[src/rtl/i2c_slave_core.sv]
// I2C slave protocol core: filtered SCL/SDA decode, address match, byte write/read with ACK/NACK.
// Optional build macro I2C_SLAVE_GENCALL_EN additionally ACKs the general-call address (0x00, write).
module i2c_slave_core #(
    parameter int MAX_BYTES  = 16,
    parameter int FILTER_CYC = 2
) (
    input  logic                             clk,
    input  logic                             rst,
    input  logic                             scl_i,
    input  logic                             sda_i,
    output logic                             sda_oe,
    input  logic [6:0]                       slave_addr,
    output logic [7:0]                       rx_data,
    output logic                             rx_valid,
    input  logic [7:0]                       tx_data,
    output logic                             tx_req,
    output logic                             busy,
    output logic [$clog2(MAX_BYTES+1)-1:0]   byte_cnt
);
    localparam int BCW = $clog2(MAX_BYTES + 1);
    localparam int FCW = (FILTER_CYC > 1) ? $clog2(FILTER_CYC) : 1;
    localparam logic [BCW-1:0] MAX_B   = BCW'(MAX_BYTES);
    localparam logic [FCW-1:0] FLT_TOP = FCW'(FILTER_CYC - 1);

    typedef enum logic [2:0] {
        IDLE, ADDR, ADDR_ACK, WR_DATA, WR_ACK, RD_DATA, RD_ACK, WAIT_STOP
    } state_t;

    // index 1 = SCL, index 0 = SDA
    logic [1:0]          raw, s1, s2, filt, filt_q;
    logic [1:0][FCW-1:0] fcnt;
    assign raw = {scl_i, sda_i};

    always_ff @(posedge clk or posedge rst) begin
        if (rst) begin
            s1     <= '1;
            s2     <= '1;
            filt   <= '1;
            filt_q <= '1;
            fcnt   <= '0;
        end else begin
            s1     <= raw;
            s2     <= s1;
            filt_q <= filt;
            for (int i = 0; i < 2; i++) begin
                if (s2[i] == filt[i])
                    fcnt[i] <= '0;
                else if (fcnt[i] == FLT_TOP) begin
                    filt[i] <= s2[i];
                    fcnt[i] <= '0;
                end else
                    fcnt[i] <= fcnt[i] + FCW'(1);
            end
        end
    end

    logic sda_f, scl_rise, scl_fall, start, stop;
    assign sda_f    = filt[0];
    assign scl_rise = filt[1] & ~filt_q[1];
    assign scl_fall = ~filt[1] & filt_q[1];
    assign start    = filt[1] & filt_q[1] & filt_q[0] & ~filt[0];
    assign stop     = filt[1] & filt_q[1] & ~filt_q[0] & filt[0];

    state_t         state, state_nx;
    logic [3:0]     bit_cnt, bit_nx;
    logic [7:0]     sr, sr_nx, tx_sr, txs_nx, rxd_nx;
    logic           rw, rw_nx, oe_nx, busy_nx, rxv_nx, txr_nx, mack, mack_nx, tx_load;
    logic [BCW-1:0] bc_nx;
    logic           addr_hit;

`ifdef I2C_SLAVE_GENCALL_EN
    assign addr_hit = (sr[7:1] == slave_addr) || (sr == 8'h00);
`else
    assign addr_hit = (sr[7:1] == slave_addr);
`endif

    always_comb begin
        state_nx = state;
        bit_nx   = bit_cnt;
        sr_nx    = sr;
        rw_nx    = rw;
        oe_nx    = sda_oe;
        busy_nx  = busy;
        bc_nx    = byte_cnt;
        rxd_nx   = rx_data;
        rxv_nx   = 1'b0;
        txr_nx   = 1'b0;
        mack_nx  = mack;
        txs_nx   = tx_load ? tx_data : tx_sr;
        if (start) begin
            state_nx = ADDR;
            bit_nx   = '0;
            bc_nx    = '0;
            oe_nx    = 1'b0;
            busy_nx  = 1'b0;
        end else if (stop) begin
            state_nx = IDLE;
            oe_nx    = 1'b0;
            busy_nx  = 1'b0;
        end else begin
            case (state)
                ADDR: begin
                    if (scl_rise) begin
                        sr_nx  = {sr[6:0], sda_f};
                        bit_nx = bit_cnt + 4'd1;
                    end else if (scl_fall && bit_cnt == 4'd8) begin
                        if (addr_hit) begin
                            state_nx = ADDR_ACK;
                            oe_nx    = 1'b1;
                            busy_nx  = 1'b1;
                            rw_nx    = sr[0];
                        end else
                            state_nx = WAIT_STOP;
                    end
                end
                ADDR_ACK: begin
                    // request read data during the ACK clock so it is loaded before SCL falls
                    if (scl_rise && rw)
                        txr_nx = 1'b1;
                    else if (scl_fall) begin
                        bit_nx   = '0;
                        state_nx = rw ? RD_DATA : WR_DATA;
                        oe_nx    = rw ? ~tx_sr[7] : 1'b0;
                    end
                end
                WR_DATA: begin
                    if (scl_rise) begin
                        sr_nx  = {sr[6:0], sda_f};
                        bit_nx = bit_cnt + 4'd1;
                        if (bit_cnt == 4'd7) begin
                            rxd_nx = {sr[6:0], sda_f};
                            rxv_nx = 1'b1;
                        end
                    end else if (scl_fall && bit_cnt == 4'd8) begin
                        state_nx = WR_ACK;
                        if (byte_cnt < MAX_B) begin
                            oe_nx = 1'b1;
                            bc_nx = byte_cnt + BCW'(1);
                        end
                    end
                end
                WR_ACK: begin
                    if (scl_fall) begin
                        oe_nx    = 1'b0;
                        bit_nx   = '0;
                        state_nx = sda_oe ? WR_DATA : WAIT_STOP;
                    end
                end
                RD_DATA: begin
                    if (scl_fall) begin
                        if (bit_cnt == 4'd7) begin
                            state_nx = RD_ACK;
                            oe_nx    = 1'b0;
                        end else begin
                            bit_nx = bit_cnt + 4'd1;
                            txs_nx = {tx_sr[6:0], 1'b0};
                            oe_nx  = ~tx_sr[6];
                        end
                    end
                end
                RD_ACK: begin
                    if (scl_rise) begin
                        mack_nx = ~sda_f;
                        if (!sda_f) begin
                            txr_nx = 1'b1;
                            if (byte_cnt < MAX_B)
                                bc_nx = byte_cnt + BCW'(1);
                        end
                    end else if (scl_fall) begin
                        bit_nx   = '0;
                        state_nx = mack ? RD_DATA : WAIT_STOP;
                        oe_nx    = mack & ~tx_sr[7];
                    end
                end
                default: ;
            endcase
        end
    end

    always_ff @(posedge clk or posedge rst) begin
        if (rst) begin
            state    <= IDLE;
            bit_cnt  <= '0;
            sr       <= '0;
            rw       <= 1'b0;
            sda_oe   <= 1'b0;
            busy     <= 1'b0;
            byte_cnt <= '0;
            rx_data  <= '0;
            rx_valid <= 1'b0;
            tx_req   <= 1'b0;
            tx_load  <= 1'b0;
            tx_sr    <= '0;
            mack     <= 1'b0;
        end else begin
            state    <= state_nx;
            bit_cnt  <= bit_nx;
            sr       <= sr_nx;
            rw       <= rw_nx;
            sda_oe   <= oe_nx;
            busy     <= busy_nx;
            byte_cnt <= bc_nx;
            rx_data  <= rxd_nx;
            rx_valid <= rxv_nx;
            tx_req   <= txr_nx;
            tx_load  <= txr_nx;
            tx_sr    <= txs_nx;
            mack     <= mack_nx;
        end
    end
endmodule

[config.mk]
export PLATFORM = sky130hd
export DESIGN_NAME = i2c_slave_core
export DESIGN_NICKNAME = d
export VERILOG_FILES = /design/src/rtl/i2c_slave_core.sv
export SDC_FILE = /design/constraint.sdc
export NUM_CORES = 1
export LEC_CHECK = 0
export BUFFER_PORTS_ARGS = -buffer_cell sky130_fd_sc_hd__clkbuf_2
export CORE_MARGIN = 4
export CORE_UTILIZATION = 57
export CTS_CLUSTER_DIAMETER = 80
export DETAILED_ROUTE_END_ITERATION = 8
export GPL_TIMING_DRIVEN = 0
export PLACE_DENSITY = 0.79
export SETUP_SLACK_MARGIN = 0.3
export SYNTH_ARGS = -nofsm -noshare
export SYNTH_HDL_FRONTEND = slang
export SYNTH_SLANG_ARGS = --single-unit
[constraint.sdc]
create_clock -name clk -period 2.9 [get_ports clk]
set_clock_uncertainty 0.1 [all_clocks]
set_input_delay 0.29 -clock clk [delete_from_list [all_inputs] [get_ports clk]]
set_output_delay 0.29 -clock clk [all_outputs]
set_load 0.02 [all_outputs]
**After elaboration in Yosys (flattened, before gate mapping)**

Index checks and enable logic that the tools add are counted.

- Bits in registers: 52
- Input bits: 19
- Output and inout port bits: 17
- Logic and storage cells: 174

- $add $sub $neg: 4
- Magnitude comparators: 1
- Equality and inequality tests: 35
- Mux-type cells: 76
- Bitwise gates (word level): 19
- Reduce and logical (&&, ||, !) cells: 20

Operator list:

| kind | count |
|---|---|
| 4-bit inequality test, second input constant | 13 |
| 3-bit two-way mux | 16 |
| 8-bit two-way mux | 6 |
| 5-bit two-way mux | 7 |
| 1-bit two-way mux | 33 |
| 4-bit two-way mux | 8 |
| 3-bit inequality test, second input constant | 8 |
| 4-bit case mux with 5 select lines | 1 |
| 3-bit case mux with 6 select lines | 1 |
| 13-bit AND reduction | 1 |
| 12-bit AND reduction | 1 |
| 4-bit AND reduction | 3 |
| 6-bit AND reduction | 2 |
| 3-bit nonzero test | 4 |
| 1-bit inverter | 11 |
| 5-bit case mux with 2 select lines | 1 |
| 3-bit equality test, second input constant | 3 |
| 1-bit AND | 8 |
| 8-bit nonzero test | 1 |
| 7-bit equality test | 1 |
| 7-bit AND reduction | 1 |
| 3-bit by 2-bit equality test with 1-bit output, second input constant | 2 |
| 3-bit by 1-bit inequality test with 1-bit output, second input constant | 2 |
| 1-bit case mux with 6 select lines | 1 |
| 16 further kinds | 20 |

**Longest topological paths before layout**

Gate-level depths: netlist of run 1.

- Depth in word-level cells: 8
- Gate-level depth with buffers: 7

**Worst setup path after synthesis of run 1**

Ideal clock, no wire load.

- Path kind: reg2reg
- From: register filt[0]
- To: register state[0]
- Setup time: 125 ps
- Arrival time: 1856 ps
- Path slack: 819 ps
- Cell stages (with the launch flop): 7
- Path buffers: 1
- Path through: dfstp_2 buf_2 xnor2_1 a21oi_1 or3b_2 o211ai_1 mux2_2

- Word-level cells in the longest chain between the ends: 4
- Elaborated cells on any way between the ends: 18
- Classes of those cells: eq/ne: 11; mux: 2; bitwise: 3; reduce/logical: 2

RTL lines:

| element | line | source |
|---|---|---|
| start, declared | 30 | `logic [1:0] raw, s1, s2, filt, filt_q;` |
| start signal, assigned by index | 49 | `filt[i] <= s2[i];` |
| 1-bit inverter | 61 | `assign start = filt[1] & filt_q[1] & filt_q[0] & ~filt[0];` |
| 1-bit AND | 61 |  |
| 4-bit inequality test (no source line) or 8-bit nonzero test (tied branches) | - |  |
| 12-bit AND reduction (no source line) | - |  |
| end signal, assigned | 196 | `state <= state_nx;` |
| end, declared | 64 | `state_t state, state_nx;` |

Parallel ways exist; a longest one is shown, timed or not.
A chain may end at the register's enable or synchronous reset.

**Final worst setup path of run 1**

- From: register state[2]
- To: register rx_data[6]

- Word-level cells in the longest chain between the ends: 2

RTL lines:

| element | line | source |
|---|---|---|
| 3-bit by 2-bit equality test with 1-bit output | 101 | `case (state)` |
| 5-bit AND reduction (no source line) | - |  |
| end signal, assigned | 203 | `rx_data <= rxd_nx;` |
| end, declared | 13 | `output logic [7:0] rx_data,` |

No other way between the ends.

==> flow_summary.ini, run 1 <==
[global_route]
grt.overflow.total = 0
use_met2_pct = 30.61
grt_pass1_wl_um = 8507
busiest_layer = met2
use_met3_pct = 4.090
grt_pass1_vias = 1807
antenna_found_initial = 0
grt_max_degree = 40
grtUsageTotal_pct = 19.76
use_met1_pct = 27.72

[placement]
io_buffer_count = 35
hpwl_um = 3835
dp_slack_ns = 0.5813
dp.cells = 326
gp_congestion = 0.8900

[logic_synthesis]
syn-cell-area_mm2 = 0.002619
seq_area_frac_synth_pct = 50.07
synth_seq_cells = 52
synth.top_cell.area_share_pct = 42.04
yosysMostFrequentCell = dfrtp_1
yosys-top-cells-count = 44 x dfrtp_1, 23 x mux2_2, 14 x nand2_1, 14 x o21ai_0, 12 x nor2_1
synthArstFlopShare_pct = 100.0
synth_top_area_cell = dfrtp_1
syn_inst = 238
synth.distinct_cells = 51
yosys_most_used_dff = dfrtp_1
syn_area_per_cell_um2 = 11.00
yosysWarnings = 0
synth_edf_count = 0
ys_top_cells_by_area = dfrtp_1 42%, mux2_2 9.9%, dfstp_2 8.0%, mux2i_1 3.4%, o21ai_0 2.7%
syn_nets = 260

[sta]
hold_ws_ns = 0.1554
max_freq_mhz = 428.5
tns_ns = 0
post-route-period-util_pct = 80.48
rsz0062_at_grt = false
report.final.slew_viol_count = 0
final-hold-violation-count = 0
setup_ws_ns = 0.5662
maxSlewHeadroom_pct = 60.97
period_minus_slack_ns = 2.334
tightest_slew_ns = 0.5806
setup_violations = 0

[final_layout]
fin_nets = 306
diodes = 0
drive_gt1_share_pct = 31.58
post-route-util_pct = 67.86
layout-area-overhead-vs-synth_pct = 14.38
stdcell_count = 337

[die]
rows = 24
die_h_um = 75.78
die_w_um = 75.78
die_area_mm2 = 0.005743
pin_count = 36
initial_core_util_pct = 59.33
coreArea_mm2 = 0.004414

[drt]
wl_per_cell_um = 15.40
drc = 0
vias_per_cell = 5.795
drtIter0Drc = 230
drt_pass1_iterations = 4
routed_wl_um = 5190
vias = 1953
antenna_left = 0

[flow_run]
max_cap_violations = 0

[clock_network]
post_cts_buffers = 0
clock_latency_ns = 0.31
clockBufferDepth = 2
clock_sinks = 52
clkTransAtPathRegs_ns = 0.09
cts_max_level = 2
cts_root_buffer = clkbuf_8
cts_tree = done
numCtsBuffers = 5

[critical_path]
worstPathRequired_ns = 3.00
crit_arrival_ns = 2.43
worstPathMaxFanout = 10
start_kind = flop
worstSetupPathType = flop to flop
reg2reg_from = state[2]
crit_start = state[2]
endpoint_kind = flop

[hold_path]
worstHoldStart = tx_data[0]
hold_class = input port to flop

[power]
power_density_mw_per_mm2 = 918.7
leakagePower_nw = 1.387
peakVddDrop_mv = 0.5513

[status]
status = finished clean
## registers in the layout, summed over array words and instances (netlist names)
| signal | count |
|---|---|
| busy | 1 |
| rw | 1 |
| filt_q | 2 |
| rx_valid | 1 |
| s1 | 2 |
| tx_load | 1 |
| byte_cnt | 5 |
| bit_cnt | 4 |
| fcnt | 2 |
| sr | 8 |
| mack | 1 |
| sda_oe | 1 |
| rx_data | 8 |
| filt | 2 |
| s2 | 2 |
| state | 3 |
| tx_sr | 8 |
## kinds of logic (layout without fill, tap and decap cells)
logic type | count (synthesis) | count (layout) | share of synthesized area, %
buffers and inverters | 19 | 66 | 3.392
multiplexers | 32 | 32 | 13.33
AND/OR/NAND/NOR | 75 | 75 | 16.53
flip-flops | 52 | 52 | 50.07
adder cells (fa/ha/maj) | 3 | 3 | 1.434
XOR/XNOR | 11 | 11 | 3.679
AO/OA/AOI/OAI | 46 | 46 | 11.56
## area by class of cell
| type | count | area, µm² |
|---|---|---|
| repair buffers | 39 | 225.2 |
| inverters | 8 | 30.03 |
| plain buffers | 11 | 58.81 |
| well taps | 52 | 65.06 |
| fillers | 362 | 1419 |
| clock buffers | 5 | 68.82 |
| clock inverters | 3 | 17.52 |
| multi-input cells | 167 | 1219 |
| flip-flops and latches | 52 | 1311 |
## stage by stage
stage	cell area, µm²	power [W]
after floorplan	2619	0.002043
after global placement	2859	0.002305
after detailed placement	2879	0.002350
after CTS	2995	0.002766
after global routing	2995	0.002959
final	2995	0.002752
## power breakdown
| group | total [W] | leakage, nW | internal (W) | switching (W) |
|---|---|---|---|---|
| sequential | 0.00109 | 0.660 | 0.000945 | 0.000150 |
| combinational | 0.00125 | 0.681 | 0.000541 | 0.000710 |
| clock | 0.000406 | 0.0460 | 0.000169 | 0.000237 |
| total | 0.00275 | 1.39 | 0.00165 | 0.00110 |
## critical path, stage by stage (launching register included)
cell and delay (ns):
dfrtp_1 0.46, nand2b_2 0.27, nor2_1 0.17, buf_2 0.28, nand4_1 0.49, mux2_2 0.46
## layout by cell type, fill, tap and decap left out, types with 4 or more instances in the layout
cell type and count:
a21oi_1 9, and3_1 5, buf_2 5, clkbuf_2 35, clkbuf_8 5, dfrtp_1 44
dfstp_2 8, inv_1 7, mux2_2 23, mux2i_1 9, nand2_1 14, nand2b_1 4
nand3_1 7, nand4_1 4, nor2_1 12, nor3_1 6, o211ai_1 4, o21ai_0 14
xnor2_1 8
## worst paths after layout
check / to / slack [ns] / cells past startpoint
setup / recovery: rx_data[6] / 0.57 / 5
hold / removal: tx_sr[0] / 0.16 / 3
setup reg to reg: rx_data[6] / 0.57 / 5
hold reg to reg: s2[1] / 0.26 / 0
max in group asynchronous: s1[1] / 1.77 / 4
min in group asynchronous: tx_sr[4] / 0.37 / 3
## layer usage
layer | vias to the layer above | part of all wire [%]
met3 | 6 | 5.2
met5 | - | 0
li1 | 953 | -
met2 | 53 | 48
met1 | 941 | 46
met4 | 0 | 1.2
## timing repair
action	4_1_cts	5_1_grt
resized for setup	0	0
endpoints found under the hold margin	15	0
hold buffers	3	0
Power figures use the tool's default switching activity.
==> inputs of run 2 (changes only) <==
CORE_UTILIZATION = 51   (was 57)
PLACE_DENSITY = 0.75   (was 0.79)
clock period = 1.9 ns   (was 2.9 ns; I/O delays follow)
==> flow_summary.ini, run 2 (same netlist as run 1, synthesis figures left out) <==
[critical_path]
r2r.worst_path.cells = 6
path_cells = buf_6, and4b_2, a21oi_2, a211o_4, or4_1, a21oi_1
start_kind = flop
r2r_end = byte_cnt[2]
critical-path-slowest-cell = dfstp_2
worstPathRequired_ns = 2.04
crit_arrival_ns = 2.25
rrSetupSlack_ns = -0.20
worstPathMaxFanout = 6
endpoint_kind = flop
cp_slowest_stage_delay_ns = 0.55
reg2reg_from = filt_q[1]
worstSetupPathType = flop to flop

[die]
die_h_um = 79.66
coreArea_mm2 = 0.004848
die_w_um = 79.66
pin_count = 36
die_area_mm2 = 0.006345
rows = 25
initial_core_util_pct = 54.01

[sta]
setup_violations = 20
report.final.slew_viol_count = 0
setup_ws_ns = -0.2044
post-route-period-util_pct = 110.8
rsz0062_at_grt = true
tns_ns = -1.433
maxSlewHeadroom_pct = 63.96
period_minus_slack_ns = 2.104
max_freq_mhz = 475.2
final-hold-violation-count = 0
tightest_slew_ns = 0.5406

[drt]
routed_wl_um = 7207
drc = 0
vias = 2276
drtIter0Drc = 228
drt_pass1_iterations = 4
vias_per_cell = 5.719
wl_per_cell_um = 18.11
antenna_left = 0

[hold_path]
worstHoldStart = tx_data[3]
whs_path_depth = 3
hold_class = input port to flop
whs_endpoint = tx_sr[3]

[clock_network]
clkTransAtPathRegs_ns = 0.10
numCtsBuffers = 5
cts_max_level = 2
clockBufferDepth = 2
cts_tree = done
clock_latency_ns = 0.31
clock_sinks = 52
cts_root_buffer = clkbuf_8

[status]
status = complete, but fails checks
violations = negative setup slack

[final_layout]
layout_commonest_cell = dfrtp_1
diodes = 0
fin_nets = 352
final_cell_mix = 42 x dfrtp_1, 36 x clkbuf_2, 30 x buf_4, 19 x mux2_4, 18 x buf_6
nFillCells = 275
layout-area-overhead-vs-synth_pct = 44.67
reg_top3 = rx_data (8), sr (8), tx_sr (8)
drive_gt1_share_pct = 53.17

[power]
combPwrFrac_pct = 55.8
swShare_pct = 39.72
leakagePower_nw = 1.821
peakVddDrop_mv = 0.8695
total_power_w = 0.005724
p_int_w = 0.003450
netSwitchingPower_w = 0.002273
seqPwrFrac_pct = 30.5
clkPwrFrac_pct = 13.8
power_density_mw_per_mm2 = 1511

[flow_run]
max_cap_violations = 0

[global_route]
antenna_found_initial = 0
grtUsageTotal_pct = 22.05
grt_pass1_vias = 2265
grt_pass1_wl_um = 10830
grt_max_degree = 35
grt.overflow.total = 0

[placement]
io_buffer_count = 35
hpwl_um = 3867
gp_congestion = 0.8766
dp_slack_ns = -0.2708
[run 2: layout make-up]
cell class	count	area (µm²)	area share, %
clock inverter	3	46.29	1.222
timing repair buffer	85	640.6	16.91
buffer	11	100.1	2.642
clock buffer	5	68.82	1.816
inverter	8	30.03	0.7926
multi-input combinational	167	1505	39.73
sequential	52	1314	34.68
tap	67	83.83	2.213
[run 2: worst max path at each step]
| stage | from | cells past startpoint | endpoint | slack [ns] |
|---|---|---|---|---|
| 2_1_floorplan | filt_q[1] | 6 | byte_cnt[2] | -0.09 |
| 3_3_place_gp | rst | 2 | byte_cnt[4] | -0.38 |
| 3_5_place_dp | filt[1] | 5 | rx_data[2] | -0.27 |
| 4_1_cts | sr[6] | 5 | state[0] | -0.14 |
| 5_1_grt | state[1] | 7 | byte_cnt[2] | -0.25 |
| 6_report | filt_q[1] | 6 | byte_cnt[2] | -0.20 |
[run 2: metal layers]
layer	share of wire [%]	up-vias	global-route usage, %	wire (µm)
li1	-	1042	-	-
met1	41	1115	28.24	2930
met2	50	96	37.06	3621
met3	5.2	23	3.950	376
met4	3.9	0	8.419	279
met5	0	-	0	0
[run 2: critical path: cells and delay by family, from the launching register on]
| kind | cells | cell delay (ns) |
|---|---|---|
| AOI/OAI and AO/OA | 3 | 0.53 |
| buffers and inverters | 1 | 0.11 |
| and+or+nand+nor | 2 | 0.74 |
| DFF | 1 | 0.55 |
[run 2: power by group through the flow]
stage | logic [W] | registers (W) | clock network (W)
CTS | 0.00269 | 0.00169 | 0.000799
global route | 0.00341 | 0.00179 | 0.000861
floorplan | 0.00164 | 0.00171 | 0
global placement | 0.00205 | 0.00169 | 0
finish | 0.00319 | 0.00174 | 0.000788
detailed placement | 0.00210 | 0.00170 | 0
[run 2: metrics by stage]
stage	area, µm²	std cells	hold slack [ns]	util [%]
after detailed placement	3007	341	0.09417	62.01
after global placement	2987	340	0.1768	61.60
after global routing	3789	398	0.06137	78.14
after floorplan	2728	238	0.09448	-
final	3789	398	0.05703	78.14
after CTS	3575	386	0.02339	73.73
[run 2: timing repair]
item | in CTS | in global routing
resized for setup | 54 | 28
hold buffers | 3 | 0
endpoints found under the setup margin | 40 | 40
cloned | 2 | 2
hold endpoints to repair | 16 | 0
buffers inserted | 32 | 10
pin swaps | 18 | 17
